$ cat config.mk
export PLATFORM = sky130hd
export DESIGN_NAME = testdrive_axi4_lite_master_engine
export DESIGN_NICKNAME = d
export VERILOG_FILES = /design/src/rtl/testdrive_axi4_lite_master_engine.sv
export SDC_FILE = /design/constraint.sdc
export NUM_CORES = 1
export LEC_CHECK = 0
export ABC_AREA = 1
export BUFFER_PORTS_ARGS = -buffer_cell sky130_fd_sc_hd__buf_2
export CORE_MARGIN = 2
export CORE_UTILIZATION = 35
export CTS_BUF_LIST = sky130_fd_sc_hd__clkbuf_16
export DETAILED_ROUTE_END_ITERATION = 8
export GPL_TIMING_DRIVEN = 1
export PLACE_DENSITY = 0.62
export SLEW_MARGIN = 20
export SYNTH_ARGS = -nofsm -noshare
export SYNTH_HDL_FRONTEND = slang
export SYNTH_SLANG_ARGS = --single-unit
$ cat constraint.sdc
create_clock -name CLK -period 7.5 [get_ports CLK]
set_clock_uncertainty 0.2 [all_clocks]
set_input_delay 1.5 -clock CLK [delete_from_list [all_inputs] [get_ports CLK]]
set_output_delay 1.5 -clock CLK [all_outputs]
set_load 0.02 [all_outputs]
$ cat src/rtl/testdrive_axi4_lite_master_engine.sv
// AXI4-Lite master: converts a command/response stream into single-outstanding
// AXI4-Lite reads and writes, reporting response code, read data and latency.
module testdrive_axi4_lite_master_engine #(
    parameter int unsigned C_ADDR_WIDTH = 20,
    parameter int unsigned C_LAT_WIDTH  = 16
) (
    input  logic                    CLK,
    input  logic                    RST,
    input  logic                    CMD_VALID,
    output logic                    CMD_READY,
    input  logic                    CMD_WRITE,
    input  logic [C_ADDR_WIDTH-1:0] CMD_ADDR,
    input  logic [31:0]             CMD_WDATA,
    input  logic [3:0]              CMD_WSTRB,
    output logic                    RSP_VALID,
    input  logic                    RSP_READY,
    output logic                    RSP_WRITE,
    output logic [1:0]              RSP_RESP,
    output logic [31:0]             RSP_RDATA,
    output logic [C_LAT_WIDTH-1:0]  RSP_LATENCY,
    output logic [C_ADDR_WIDTH-1:0] AWADDR,
    output logic                    AWVALID,
    input  logic                    AWREADY,
    output logic [31:0]             WDATA,
    output logic [3:0]              WSTRB,
    output logic                    WVALID,
    input  logic                    WREADY,
    input  logic [1:0]              BRESP,
    input  logic                    BVALID,
    output logic                    BREADY,
    output logic [C_ADDR_WIDTH-1:0] ARADDR,
    output logic                    ARVALID,
    input  logic                    ARREADY,
    input  logic [31:0]             RDATA,
    input  logic [1:0]              RRESP,
    input  logic                    RVALID,
    output logic                    RREADY
);

    typedef enum logic [2:0] {
        IDLE,
        WADDR_DATA,
        WRESP,
        RADDR,
        RDATA_WAIT,
        RESP
    } state_t;

    localparam logic [C_LAT_WIDTH-1:0] LAT_ONE = 1;

    state_t                  state_q;
    logic                    cmd_ready_q;
    logic                    awvalid_q, wvalid_q, bready_q, arvalid_q, rready_q;
    logic [C_ADDR_WIDTH-1:0] awaddr_q, araddr_q;
    logic [31:0]             wdata_q;
    logic [3:0]              wstrb_q;
    logic                    rsp_valid_q, rsp_write_q;
    logic [1:0]              rsp_resp_q;
    logic [31:0]             rsp_rdata_q;
    logic [C_LAT_WIDTH-1:0]  rsp_latency_q;
    logic [C_LAT_WIDTH-1:0]  lat_q, lat_d;
    logic                    aw_done_d, w_done_d;

    always_comb begin
        lat_d     = (&lat_q) ? lat_q : lat_q + LAT_ONE;
        aw_done_d = !awvalid_q || AWREADY;
        w_done_d  = !wvalid_q || WREADY;
    end

    // The idle-ready flag resets high but is masked while reset is held.
    always_ff @(posedge CLK or posedge RST) begin
        if (RST) begin
            state_q       <= IDLE;
            cmd_ready_q   <= 1'b1;
            awvalid_q     <= 1'b0;
            wvalid_q      <= 1'b0;
            bready_q      <= 1'b0;
            arvalid_q     <= 1'b0;
            rready_q      <= 1'b0;
            awaddr_q      <= '0;
            araddr_q      <= '0;
            wdata_q       <= '0;
            wstrb_q       <= '0;
            rsp_valid_q   <= 1'b0;
            rsp_write_q   <= 1'b0;
            rsp_resp_q    <= '0;
            rsp_rdata_q   <= '0;
            rsp_latency_q <= '0;
            lat_q         <= '0;
        end else begin
            case (state_q)
                IDLE: begin
                    if (CMD_VALID) begin
                        cmd_ready_q <= 1'b0;
                        lat_q       <= LAT_ONE;
                        if (CMD_WRITE) begin
                            awaddr_q  <= CMD_ADDR;
                            wdata_q   <= CMD_WDATA;
                            wstrb_q   <= CMD_WSTRB;
                            awvalid_q <= 1'b1;
                            wvalid_q  <= 1'b1;
                            state_q   <= WADDR_DATA;
                        end else begin
                            araddr_q  <= CMD_ADDR;
                            arvalid_q <= 1'b1;
                            state_q   <= RADDR;
                        end
                    end
                end
                WADDR_DATA: begin
                    lat_q <= lat_d;
                    if (AWREADY) awvalid_q <= 1'b0;
                    if (WREADY)  wvalid_q  <= 1'b0;
                    if (aw_done_d && w_done_d) begin
                        bready_q <= 1'b1;
                        state_q  <= WRESP;
                    end
                end
                WRESP: begin
                    lat_q <= lat_d;
                    if (BVALID) begin
                        bready_q      <= 1'b0;
                        rsp_valid_q   <= 1'b1;
                        rsp_write_q   <= 1'b1;
                        rsp_resp_q    <= BRESP;
                        rsp_rdata_q   <= '0;
                        rsp_latency_q <= lat_d;
                        state_q       <= RESP;
                    end
                end
                RADDR: begin
                    lat_q <= lat_d;
                    if (ARREADY) begin
                        arvalid_q <= 1'b0;
                        rready_q  <= 1'b1;
                        state_q   <= RDATA_WAIT;
                    end
                end
                RDATA_WAIT: begin
                    lat_q <= lat_d;
                    if (RVALID) begin
                        rready_q      <= 1'b0;
                        rsp_valid_q   <= 1'b1;
                        rsp_write_q   <= 1'b0;
                        rsp_resp_q    <= RRESP;
                        rsp_rdata_q   <= RDATA;
                        rsp_latency_q <= lat_d;
                        state_q       <= RESP;
                    end
                end
                RESP: begin
                    if (RSP_READY) begin
                        rsp_valid_q <= 1'b0;
                        cmd_ready_q <= 1'b1;
                        state_q     <= IDLE;
                    end
                end
                default: state_q <= IDLE;
            endcase
        end
    end

    assign CMD_READY   = cmd_ready_q && !RST;
    assign AWVALID     = awvalid_q;
    assign AWADDR      = awaddr_q;
    assign WVALID      = wvalid_q;
    assign WDATA       = wdata_q;
    assign WSTRB       = wstrb_q;
    assign BREADY      = bready_q;
    assign ARVALID     = arvalid_q;
    assign ARADDR      = araddr_q;
    assign RREADY      = rready_q;
    assign RSP_VALID   = rsp_valid_q;
    assign RSP_WRITE   = rsp_write_q;
    assign RSP_RESP    = rsp_resp_q;
    assign RSP_RDATA   = rsp_rdata_q;
    assign RSP_LATENCY = rsp_latency_q;

endmodule

==> insert_results.sql, run 1 <==
INSERT INTO impl_metrics (metric_group, metric, value, unit) VALUES
('power_and_ir_drop', 'cell_internal_pwr', '2193', 'uW'),
('clock_tree', 'cts_tree', 'yes', ''),
('worst_setup_path', 'worstSetupEndpointType', 'primary output', ''),
('finish', 'syn_to_final_growth', '28.65', '%'),
('finish', 'n_antenna_cell', '0', ''),
('finish', 'post_layout_nonfiller_instances', '1175', ''),
('detailed_routing', 'dr_total_vias', '5488', ''),
('synth', 'netlist-cell-type-count', '31', ''),
('clock_tree', 'clock_tree.htree_level_count', '4', ''),
('worst_setup_path', 'worst-path-max-fanout', '2', ''),
('power_and_ir_drop', 'power.net_switching', '1643', 'uW'),
('timing', 'finalSetupViolations', '0', ''),
('synth', 'main_combinational_cell_family_by_area_after_synthesis', 'simple AND/OR/NAND/NOR gates', ''),
('synth', 'synth.area.mux_share', '0', '%'),
('synth', 'synth_fa_ha_area_share', '0.1939', '%'),
('timing', 'tns', '0', 'ps'),
('worst_setup_path', 'worst_ep_arrival_time', '1890', 'ps'),
('synth', 'avg_cell_area_syn', '9.077', 'sq um'),
('power_and_ir_drop', 'power.ir.vdd_worst', '0.2052', 'mV'),
('clock_tree', 'clock-sinks', '153', ''),
('power_and_ir_drop', 'combinational_power_share', '40.8', '%'),
('detailed_routing', 'length_of_the_first_detailed_routing_pass_in_iterations', '4', ''),
('timing', 'timing_hold_violations_final', '0', ''),
('clock_tree', 'cts_hold_repair.buffers', '0', ''),
('floorplanning', 'floorplan.initialDensity', '35.80', '%'),
('worst_setup_path', 'worstPathRequired', '5800', 'ps'),
('timing', 'finalMaxSlewViolations', '0', ''),
('timing', 'setup_repair_after_global_routing_missed_its_margin', 'no', ''),
('clock_tree', 'cts_setup_buffers', '0', ''),
('floorplanning', 'die_area', '19540', 'sq um'),
('detailed_routing', 'detail-route-antenna-nets', '0', ''),
('synth', 'synth_nets', '814', ''),
('global_routing', 'grt_pass1_vias', '5181', ''),
('worst_setup_path', 'crit_buf_inv', '2', ''),
('worst_setup_path', 'critical_path.top_delay_family', 'buffers and inverters', ''),
('placed_design', 'final_wtd_congestion', '0.8543', ''),
('synth', 'synth.ff_latch_count', '153', ''),
('timing', 'final_period_minus_worst_setup_slack', '3589', 'ps'),
('global_routing', 'grt_antenna_before_repair', '0', ''),
('global_routing', 'globalRouteOverflowTotal', '0', ''),
('run_status', 'status', 'finished clean', ''),
('placed_design', 'place.detailed.instances', '1143', ''),
('synth', 'synthSimpleGateAreaFrac', '23.65', '%'),
('synth', 'seq_area_frac_synth', '59.34', '%'),
('floorplanning', 'dieWidth', '139.8', 'microns'),
('timing', 'slew_at_the_pin_closest_to_its_max_slew_limit', '971.0', 'ps'),
('power_and_ir_drop', 'leakage', '0.004655', 'uW'),
('synth', 'synth_xor_area_share', '0.6786', '%'),
('synth', 'synthesis.yosys.warnings', '0', ''),
('worst_setup_path', 'critPathMostFrequentCell', 'buf_2', ''),
('floorplanning', 'fp.dieH', '139.8', 'microns'),
('hold_path', 'hp-class', 'register to register', ''),
('timing', 'timing.max_slew.rel_slack', '34.87', '%'),
('detailed_routing', 'vias_per_cell', '4.671', ''),
('clock_tree', 'clockRootBuffer', 'clkbuf_16', ''),
('placed_design', 'post-dp-hpwl', '11520', 'microns'),
('clock_tree', 'postCtsResizedCells', '0', ''),
('power_and_ir_drop', 'pwr-share-seq', '37.7', '%'),
('worst_setup_path', 'critPathMaxStageDelay', '160', 'ps'),
('worst_setup_path', 'critPathLaunchType', 'primary input', ''),
('detailed_routing', 'dr.first_iter.drc_count', '263', ''),
('clock_tree', 'numCtsBuffers', '17', ''),
('floorplanning', 'design.core.area', '18020', 'sq um'),
('synth', 'synthesized_netlist_cell_count', '711', ''),
('finish', 'drive_gt1_share', '29.92', '%'),
('floorplanning', 'rows', '49', ''),
('global_routing', 'grt_start_max_net_pins', '88', ''),
('timing', 'achievable-frequency', '278.6', 'MHz'),
('power_and_ir_drop', 'p_clk_share', '21.6', '%'),
('finish', 'num-nets-final', '1036', ''),
('detailed_routing', 'drt_wl_total', '16940', 'microns');
==> layout make-up <==
type	count	area [sq um]
repair buffers	237	1191
clock buffers	17	425.4
flip-flops and latches	153	3830
fillers	1818	9722
clock inverters	15	141.4
inverters	52	202.7
multi-input cells	472	2226
well taps	229	286.5
==> synthesized netlist by cell type <==
cell        n  area (sq um)
nand2_1   253         949.7
dfrtp_1   152          3804
nand3_1    62         310.3
o21ai_0    52         260.3
inv_1      49         183.9
a22o_1     32         280.3
nor2_1     32         120.1
buf_2      12         60.06
clkbuf_1   11         41.29
nand4_1     7         43.79
buf_4       6         45.04
a21oi_1     5         25.02
buf_6       5         56.30
a31oi_1     4         25.02
nand2_2     4         25.02
nor2_4      4         45.04
o21bai_1    4         30.03
xor2_1      4         35.03
clkinv_1    1         3.750
dfstp_2     1         26.28
ha_1        1         12.51
inv_2       1         3.750
inv_4       1         6.260
nand2_4     1         11.26
nand3_2     1         10.01
nor3_1      1         5.000
o211ai_1    1         7.510
o21a_1      1         7.510
o21ai_1     1         5.000
or2_2       1         6.260
xnor2_1     1         8.760
==> power groups by stage <==
stage               clock network (uW)  logic [uW]  registers, uW
detailed placement                   0        1590           1450
CTS                                854        1590           1440
floorplan                            0         660           1840
global route                       884        1730           1500
finish                             828        1560           1440
global placement                     0        1570           1450
==> final timing paths <==
kind                                         from                         to  slack [ps]  cells past startpoint
hold reg to reg             RSP_WRITE$_DFFE_PP0P_      RSP_WRITE$_DFFE_PP0P_         260                      2
setup reg to reg           state_q[0]$_DFFE_PP0P_      AWADDR[9]$_DFFE_PP0P_        4870                      7
setup / recovery                              RST                  CMD_READY        3910                      3
hold / removal              RSP_WRITE$_DFFE_PP0P_      RSP_WRITE$_DFFE_PP0P_         260                      2
min in group asynchronous                     RST      WDATA[28]$_DFFE_PP0P_        1030                      2
max in group asynchronous                     RST  RSP_RDATA[20]$_DFFE_PP0P_        4750                      3
==> layer usage <==
layer  global-route usage [%]  vias to the layer above  routed length (microns)
li1                         -                     2744                        -
met1                    23.86                     2556                     7774
met2                    27.52                      175                     8008
met3                    3.648                       13                      970
met4                    5.842                        0                      187
met5                        0                        -                        0
==> metrics by stage <==
stage	instance area (sq um)	power [uW]	hold slack [ps]	util (%)	setup WS [ps]
floorplan	6454	2502	272.0	-	1680
global placement	7734	3017	249.4	42.91	3877
detailed placement	7734	3041	252.6	42.91	3800
CTS	8300	3891	268.9	46.05	3911
global route	8303	4115	293.0	46.06	3863
finish	8303	3837	263.8	46.06	3911
==> kinds of logic (layout without fill, tap and decap cells) <==
kind of cell | Yosys count | count (layout)
simple gates | 366 | 366
flops | 153 | 153
compound gates | 100 | 100
buf+inv | 86 | 321
xor+xnor | 5 | 5
fa+ha+maj | 1 | 1
==> worst min-delay path, cell delays in order (launching register included) <==
cell and delay (ps):
dfrtp_1 340, nand2_1 50, nand2_1 40
==> layout by cell type, fill, tap and decap left out, types with 2 or more instances in the layout <==
cell	count
a21oi_1	5
a22o_1	32
a31oi_1	4
buf_2	235
buf_4	2
clkbuf_16	17
clkinv_1	3
clkinv_4	4
clkinvlp_4	3
dfrtp_1	152
inv_1	48
inv_6	5
nand2_1	252
nand2_2	5
nand3_1	62
nand4_1	7
nor2_1	32
nor2_4	4
o21ai_0	52
o21bai_1	4
xor2_1	4
==> flip-flops by register name, indices dropped and copies added, names as in the netlist, 2 cells and up <==
register,cells
WSTRB,4
RSP_LATENCY,16
AWADDR,20
RSP_RESP,2
RSP_RDATA,32
WDATA,32
ARADDR,20
state_q,3
lat_q,16
No activity file was read; power rests on OpenSTA's default activity.
==> run 2: changes to the inputs <==
--- a/config.mk
+++ b/config.mk
@@ -12,7 +12,7 @@
 export CTS_BUF_LIST = sky130_fd_sc_hd__clkbuf_16
 export DETAILED_ROUTE_END_ITERATION = 8
 export GPL_TIMING_DRIVEN = 1
-export PLACE_DENSITY = 0.62
+export PLACE_DENSITY = 0.64
 export SLEW_MARGIN = 20
 export SYNTH_ARGS = -nofsm -noshare
 export SYNTH_HDL_FRONTEND = slang
==> constraint.sdc (replaced) <==
create_clock -name CLK -period 3.1 [get_ports CLK]
set_clock_uncertainty 0.2 [all_clocks]
set_input_delay 0.62 -clock CLK [delete_from_list [all_inputs] [get_ports CLK]]
set_output_delay 0.62 -clock CLK [all_outputs]
set_load 0.02 [all_outputs]
==> run 2 against run 1 <==
Against the previous run:
- combinational power rose by 140%
- die area stayed put
- non-clock buffer count increased by 6
- critical path depth rose by 5
- sequential cell count unchanged
- sequential power grew 140%
- clock power grew to 2.6 times the previous value
- count of clock-buffer cells in the layout is the same
- design area is 1.6% higher
- sequential share of layout area shrank 0.73 points
- via count grew 1.9%
- highest routed layer unchanged
- register-to-register slack worse by 4100 ps
==> insert_results.sql, run 2 (synthesis gave the netlist of run 1 again) <==
INSERT INTO impl_metrics (metric_group, metric, value, unit) VALUES
('clock_tree', 'clk_pin_slew_worst_paths', '70', 'ps'),
('power_and_ir_drop', 'power_per_unit_of_standard_cell_area', '1120', 'nW/um^2'),
('timing', 'finalSetupViolations', '0', ''),
('detailed_routing', 'dr.first_iter.drc_count', '403', ''),
('detailed_routing', 'vias_per_cell', '4.734', ''),
('worst_setup_path', 'worst_ep_arrival_time', '2420', 'ps'),
('worst_setup_path', 'crit_chain', 'ha_1 > nand2_1 > nor2_1 > nand4_1 > nand2_1 > nand3_1 > nand2_1 > inv_1', ''),
('global_routing', 'grt_start_max_net_pins', '57', ''),
('worst_setup_path', 'worstSetupEndpointType', 'register', ''),
('finish', 'layout_commonest_cell', 'nand2_1', ''),
('clock_tree', 'cts_setup_buffers', '0', ''),
('timing', 'timing.max_slew.rel_slack', '59.16', '%'),
('worst_setup_path', 'critPathCapture', 'lat_q[0]$_DFFE_PP0P_', ''),
('clock_tree', 'clock-sinks', '153', ''),
('clock_tree', 'clock_tree.buffer_depth', '2', ''),
('timing', 'period_share', '74.20', '%'),
('worst_setup_path', 'r2r_cells', '8', ''),
('finish', 'finalInstanceArea', '8436', 'sq um'),
('worst_setup_path', 'critical_path.slowest_cell', 'nand4_1', ''),
('detailed_routing', 'dr_total_vias', '5595', ''),
('timing', 'achievable-frequency', '434.8', 'MHz'),
('timing', 'slew_at_the_pin_closest_to_its_max_slew_limit', '611.1', 'ps'),
('detailed_routing', 'drcViolationCount', '0', ''),
('worst_setup_path', 'r2r-start', 'lat_q[0]$_DFFE_PP0P_', ''),
('worst_setup_path', 'critPathLaunch', 'lat_q[0]$_DFFE_PP0P_', ''),
('clock_tree', 'numCtsBuffers', '17', ''),
('clock_tree', 'clockRootBuffer', 'clkbuf_16', ''),
('global_routing', 'gr-usage-met1', '23.37', '%'),
('timing', 'tns', '0', 'ps'),
('finish', 'syn_to_final_growth', '30.71', '%'),
('timing', 'timing_hold_violations_final', '0', ''),
('global_routing', 'grt_antenna_before_repair', '1', ''),
('run_status', 'status', 'finished clean', ''),
('worst_setup_path', 'critical_path.reg2reg.endpoint', 'lat_q[0]$_DFFE_PP0P_', ''),
('hold_path', 'hp-class', 'primary input to async pin', ''),
('job', 'drv_cap', '0', ''),
('finish', 'drive_gt1_share', '30.46', '%'),
('worst_setup_path', 'critPathMostFrequentCell', 'nand2_1', ''),
('global_routing', 'grt_pass1_vias', '5377', ''),
('worst_setup_path', 'critPathLaunchType', 'register', ''),
('floorplanning', 'die_area', '19540', 'sq um'),
('detailed_routing', 'drt-wirelength-per-cell', '14.63', 'microns'),
('placed_design', 'portBuffers', '235', ''),
('floorplanning', 'dieWidth', '139.8', 'microns'),
('worst_setup_path', 'setup.reg_to_reg.worst_slack', '800', 'ps'),
('floorplanning', 'fp.dieH', '139.8', 'microns'),
('floorplanning', 'design.core.area', '18020', 'sq um'),
('global_routing', 'use_met3', '4.886', '%'),
('clock_tree', 'cts_tree', 'yes', ''),
('detailed_routing', 'detail-route-antenna-nets', '0', ''),
('timing', 'finalHoldWorstSlack', '30.86', 'ps'),
('global_routing', 'globalRouteOverflowTotal', '0', ''),
('floorplanning', 'top_level_ports', '236', ''),
('floorplanning', 'floorplan.initialDensity', '35.80', '%'),
('clock_tree', 'worstSkewPairLatency', '420', 'ps'),
('global_routing', 'met2_use_gr', '28.58', '%'),
('clock_tree', 'cts_hold_repair.buffers', '0', ''),
('global_routing', 'grt.busiest_layer', 'met2', ''),
('placed_design', 'detailed_place.area', '7815', 'sq um'),
('finish', 'commonest_cells_after_routing_fill_and_taps_aside', 'nand2_1 (253), buf_2 (235), dfrtp_1 (152)', ''),
('timing', 'finalMaxSlewViolations', '0', ''),
('global_routing', 'grt_first_pass_wirelength', '28110', 'microns'),
('clock_tree', 'clock_tree.htree_level_count', '4', ''),
('worst_setup_path', 'criticalPathCategory', 'register to register', ''),
('placed_design', 'post-dp-hpwl', '12000', 'microns'),
('placed_design', 'final_wtd_congestion', '0.8722', ''),
('detailed_routing', 'length_of_the_first_detailed_routing_pass_in_iterations', '6', ''),
('worst_setup_path', 'worst-path-max-fanout', '12', ''),
('finish', 'num-nets-final', '1042', ''),
('power_and_ir_drop', 'leakage', '0.004730', 'uW'),
('power_and_ir_drop', 'power.ir.vdd_worst', '0.7123', 'mV'),
('clock_tree', 'postCtsResizedCells', '0', ''),
('global_routing', 'global_route_usage_over_all_layers', '17.80', '%'),
('detailed_routing', 'drt_wl_total', '17290', 'microns'),
('timing', 'setup_repair_after_global_routing_missed_its_margin', 'no', ''),
('finish', 'finalCoreUtilization', '46.80', '%'),
('floorplanning', 'rows', '49', ''),
('worst_setup_path', 'critPathMaxStageDelay', '520', 'ps'),
('worst_setup_path', 'worstPathRequired', '3220', 'ps'),
('timing', 'final_period_minus_worst_setup_slack', '2300', 'ps');
## run 2: changes by cell type in the layout (fill, tap and decap cells not counted), sizes merged
cell      change
buf           +6
clkinvlp      -2
diode         +1
clkinv        -2
inv           +4
## run 2: worst min path at each step
stage                                       start                       to  slack (ps)  cells past startpoint
after CTS                                     RST    WDATA[26]$_DFFE_PP0P_          30                      2
after global routing                          RST    AWADDR[5]$_DFFE_PP0P_          50                      2
after global placement      WDATA[29]$_DFFE_PP0P_    WDATA[29]$_DFFE_PP0P_         250                      2
after detailed placement    WDATA[21]$_DFFE_PP0P_    WDATA[21]$_DFFE_PP0P_         250                      2
final                                         RST    WDATA[27]$_DFFE_PP0P_          30                      2
after floorplan           cmd_ready_q$_DFFE_PP1P_  cmd_ready_q$_DFFE_PP1P_         270                      2
## run 2: through the flow
stage	setup slack [ps]	instances	power, uW
2_1_floorplan	349.9	711	6054
3_3_place_gp	890.0	1149	7329
3_5_place_dp	857.4	1149	7384
4_1_cts	827.1	1181	9586
5_1_grt	633.0	1182	10130
6_report	799.9	1182	9449
## run 2: worst max-delay path: cells and delay by family, from the launching register on
kind          cells  cell delay, ps
simple gates      6            1210
flops             1             450
fa+ha+maj         1             300
buf+inv           1              40
## run 2: area by class of cell
cell class	instances	area, sq um
fillers	1797	9589
flip-flops and latches	153	3830
multi-input cells	472	2223
repair buffers	243	1274
clock buffers	17	425.4
well taps	229	286.5
inverters	52	201.4
clock inverters	15	192.7
diodes	1	2.502
## run 2: per-layer routing
metal | wire length, microns | part of all wire (%)
met3 | 1071 | 6.2
met1 | 7662 | 44
met2 | 8250 | 48
met5 | 0 | 0
met4 | 303 | 1.8
## run 2: where the power goes
group / total, uW / leakage [uW] / switching, uW / internal, uW
clock: 2140 / 0.000303 / 963 / 1170
combinational: 3800 / 0.00247 / 2520 / 1280
sequential: 3510 / 0.00196 / 588 / 2920
total: 9450 / 0.00473 / 4070 / 5380
==> run 3: changes to the inputs <==
--- a/config.mk
+++ b/config.mk
@@ -5,7 +5,7 @@
 export SDC_FILE = /design/constraint.sdc
 export NUM_CORES = 1
 export LEC_CHECK = 0
-export ABC_AREA = 1
+export ABC_AREA = 0
 export BUFFER_PORTS_ARGS = -buffer_cell sky130_fd_sc_hd__buf_2
 export CORE_MARGIN = 2
 export CORE_UTILIZATION = 35
==> constraint.sdc (replaced) <==
create_clock -name CLK -period 1.9 [get_ports CLK]
set_clock_uncertainty 0.2 [all_clocks]
set_input_delay 0.38 -clock CLK [delete_from_list [all_inputs] [get_ports CLK]]
set_output_delay 0.38 -clock CLK [all_outputs]
set_load 0.02 [all_outputs]
==> run 3 against run 2 <==
Against the previous run:
- the run now ends with setup timing left
- maximum frequency rose by 14%
- synthesized cell count shrank 30%
- cell count down 4.9%
- critical path depth is 1 lower
- sequential cell count unchanged
- sequential share of layout area shrank 8.8 points
- largest cell class unchanged
==> insert_results.sql, run 3 <==
INSERT INTO impl_metrics (metric_group, metric, value, unit) VALUES
('worst_setup_path', 'worst_ep_arrival_time', '2110', 'ps'),
('floorplanning', 'rows', '49', ''),
('floorplanning', 'dieWidth', '139.2', 'microns'),
('power_and_ir_drop', 'power_per_unit_of_standard_cell_area', '1822', 'nW/um^2'),
('placed_design', 'detailed_place.area', '8386', 'sq um'),
('floorplanning', 'floorplan.initialDensity', '35.61', '%'),
('timing', 'slew_at_the_pin_closest_to_its_max_slew_limit', '593.1', 'ps'),
('worst_setup_path', 'crit_chain', 'or2_4 > a21oi_4 > inv_2 > nor3_4 > buf_6 > clkbuf_16 > mux2_4', ''),
('timing', 'finalSetupViolations', '79', ''),
('synth', 'yosys-top-cells-area', 'dfrtp_1 (59%), mux2_2 (11%), a22o_1 (4.8%)', ''),
('floorplanning', 'design.core.area', '17960', 'sq um'),
('power_and_ir_drop', 'power', '19090', 'uW'),
('job', 'drv_cap', '0', ''),
('global_routing', 'grt_pass1_vias', '5542', ''),
('synth', 'synth.ff_latch_count', '153', ''),
('synth', 'synthesized_netlist_cell_count', '499', ''),
('run_status', 'violations', 'setup timing', ''),
('timing', 'finalMaxSlewViolations', '0', ''),
('detailed_routing', 'dr.first_iter.drc_count', '240', ''),
('finish', 'post_layout_nonfiller_instances', '1124', ''),
('floorplanning', 'fp.dieH', '139.2', 'microns'),
('timing', 'achievable-frequency', '497.0', 'MHz'),
('synth', 'synth_flop_cell', 'dfrtp_1', ''),
('placed_design', 'post-dp-hpwl', '11320', 'microns'),
('timing', 'timing_hold_violations_final', '0', ''),
('detailed_routing', 'dr_total_vias', '5450', ''),
('synth', 'yosys.area.top_type_share', '59.46', '%'),
('worst_setup_path', 'critPathMaxStageDelay', '390', 'ps'),
('placed_design', 'placement.setup.worst_slack', '-130.9', 'ps'),
('synth', 'synthesis.yosys.warnings', '0', ''),
('detailed_routing', 'vias_per_cell', '4.849', ''),
('timing', 'timing.max_slew.rel_slack', '60.46', '%'),
('clock_tree', 'clock-sinks', '153', ''),
('synth', 'syn_area', '6397', 'sq um'),
('worst_setup_path', 'critPathLaunchType', 'register', ''),
('finish', 'syn_to_final_growth', '63.72', '%'),
('synth', 'synth_nets', '602', ''),
('hold_path', 'hp-class', 'primary input to register', ''),
('detailed_routing', 'detail-route-antenna-nets', '0', ''),
('floorplanning', 'top_level_ports', '236', ''),
('worst_setup_path', 'worstPathRequired', '2000', 'ps'),
('clock_tree', 'clockRootBuffer', 'clkbuf_16', ''),
('finish', 'num-nets-final', '985', ''),
('run_status', 'status', 'finished, violations left', ''),
('power_and_ir_drop', 'leakage', '0.005236', 'uW'),
('timing', 'period_share', '105.9', '%'),
('synth', 'synth_async_sr_flop_share', '100.0', '%'),
('finish', 'finalInstanceArea', '10470', 'sq um'),
('finish', 'n_antenna_cell', '0', ''),
('finish', 'drive_gt1_share', '51.62', '%'),
('clock_tree', 'numCtsBuffers', '17', ''),
('clock_tree', 'clock_tree.buffer_depth', '2', ''),
('worst_setup_path', 'worstSetupEndpointType', 'register', ''),
('clock_tree', 'cts_tree', 'yes', ''),
('synth', 'seq_area_frac_synth', '59.87', '%'),
('clock_tree', 'clk_pin_slew_worst_paths', '60', 'ps'),
('detailed_routing', 'drt-wirelength-per-cell', '16.87', 'microns'),
('clock_tree', 'worstSkewPairLatency', '420', 'ps'),
('timing', 'setup_repair_after_global_routing_missed_its_margin', 'yes', ''),
('placed_design', 'portBuffers', '235', ''),
('worst_setup_path', 'critical_path.slowest_cell', 'dfrtp_1', ''),
('placed_design', 'final_wtd_congestion', '0.8103', ''),
('power_and_ir_drop', 'power.ir.vdd_worst', '0.9021', 'mV'),
('detailed_routing', 'drt_wl_total', '18960', 'microns'),
('synth', 'netlist-cell-type-count', '55', ''),
('global_routing', 'grt_antenna_before_repair', '0', ''),
('finish', 'commonest_cells_after_routing_fill_and_taps_aside', 'buf_2 (235), dfrtp_1 (152), dlygate4sd3_1 (88)', ''),
('placed_design', 'place.detailed.instances', '987', ''),
('finish', 'fillCellCount', '1464', ''),
('worst_setup_path', 'criticalPathCategory', 'register to register', ''),
('synth', 'avg_cell_area_syn', '12.82', 'sq um'),
('clock_tree', 'clock_tree.htree_level_count', '4', ''),
('detailed_routing', 'length_of_the_first_detailed_routing_pass_in_iterations', '4', ''),
('synth', 'synthTopCellsByCount', 'dfrtp_1 (152), mux2_2 (60), nand2_1 (38)', ''),
('timing', 'final_period_minus_worst_setup_slack', '2012', 'ps'),
('detailed_routing', 'drcViolationCount', '0', ''),
('synth', 'post-synth-top-area-cell', 'dfrtp_1', ''),
('timing', 'setup_slack', '-112.3', 'ps'),
('finish', 'layout_commonest_cell', 'buf_2', ''),
('synth', 'synth_edf_count', '0', ''),
('global_routing', 'globalRouteOverflowTotal', '0', ''),
('floorplanning', 'die_area', '19380', 'sq um'),
('global_routing', 'grt_start_max_net_pins', '109', ''),
('global_routing', 'grt_first_pass_wirelength', '28640', 'microns'),
('synth', 'most_instantiated_library_cell_after_synthesis', 'dfrtp_1', ''),
('worst_setup_path', 'worst-path-max-fanout', '5', ''),
('global_routing', 'global_route_usage_over_all_layers', '18.38', '%');
-- run 3: cells by family (layout without fill, tap and decap cells) --
group	Yosys count	in the layout	share of synthesized area, %
DFF	153	153	59.87
AOI/OAI and AO/OA	114	114	12.52
and+or+nand+nor	93	93	7.530
muxes	83	83	14.51
buffers and inverters	41	437	3.168
xor gates and xnor gates	14	14	2.210
adders and majority gates	1	1	0.1955
-- run 3: metal layers --
| layer | up-vias | part of all wire, % | wire length, microns | GRT usage (%) |
|---|---|---|---|---|
| met5 | - | 0 | 0 | 0 |
| met4 | 0 | 1.8 | 343 | 6.326 |
| met3 | 23 | 5.4 | 1027 | 4.972 |
| met2 | 176 | 50 | 9420 | 31.03 |
| met1 | 2669 | 43 | 8170 | 22.86 |
| li1 | 2582 | - | - | - |
-- run 3: power by group --
group / internal (uW) / switching, uW
Sequential: 4800 / 853
Clock: 1830 / 1460
Combinational: 4900 / 5240
Total: 11500 / 7550
-- run 3: cell type report --
class | instances | area, sq um | share of cell area [%]
sequential | 153 | 3830 | 36.57
clock inverter | 15 | 143.9 | 1.374
multi-input combinational | 305 | 2884 | 27.54
tap | 229 | 286.5 | 2.736
timing repair buffer | 397 | 2870 | 27.40
inverter | 8 | 33.78 | 0.3225
clock buffer | 17 | 425.4 | 4.062
-- run 3: path summary, 6_finish.rpt --
| check | start | to | slack [ps] | depth (start not counted) |
|---|---|---|---|---|
| max reg2reg | state_q[0]$_DFFE_PP0P_ | ARADDR[14]$_DFFE_PP0P_ | -110 | 7 |
| min | CMD_ADDR[15] | AWADDR[15]$_DFFE_PP0P_ | 30 | 2 |
| min in group asynchronous | RST | RSP_WRITE$_DFFE_PP0P_ | 530 | 4 |
| max | state_q[0]$_DFFE_PP0P_ | ARADDR[14]$_DFFE_PP0P_ | -110 | 7 |
| max in group asynchronous | RST | ARADDR[17]$_DFFE_PP0P_ | 520 | 4 |
| min reg2reg | RSP_VALID$_DFFE_PP0P_ | RSP_VALID$_DFFE_PP0P_ | 270 | 1 |
-- run 3: what timing repair did --
| action | in CTS | in global routing |
|---|---|---|
| buffers inserted | 0 | 8 |
| hold buffers | 88 | 0 |
| gates cloned | 0 | 9 |
| pin swaps | 4 | 17 |
| resized for setup | 9 | 76 |
| hold endpoints to repair | 249 | 0 |
| endpoints found under the setup margin | 86 | 140 |
-- run 3: critical path, delay by kind of cell, from the launching register on --
kind            cells  cell delay (ps)
flops               1              390
compound gates      1              190
buf+inv             3              410
simple gates        2              410
mux                 1              300
-- run 3: through the flow --
stage | TNS [ps] | hold slack [ps] | util [%]
4_1_cts | -3089 | 2.299 | 54.98
2_1_floorplan | -98650 | 274.8 | -
6_report | -4878 | 26.93 | 58.31
3_5_place_dp | -2919 | 260.6 | 46.68
5_1_grt | -12380 | 4.272 | 58.31
3_3_place_gp | -1346 | 257.2 | 46.68
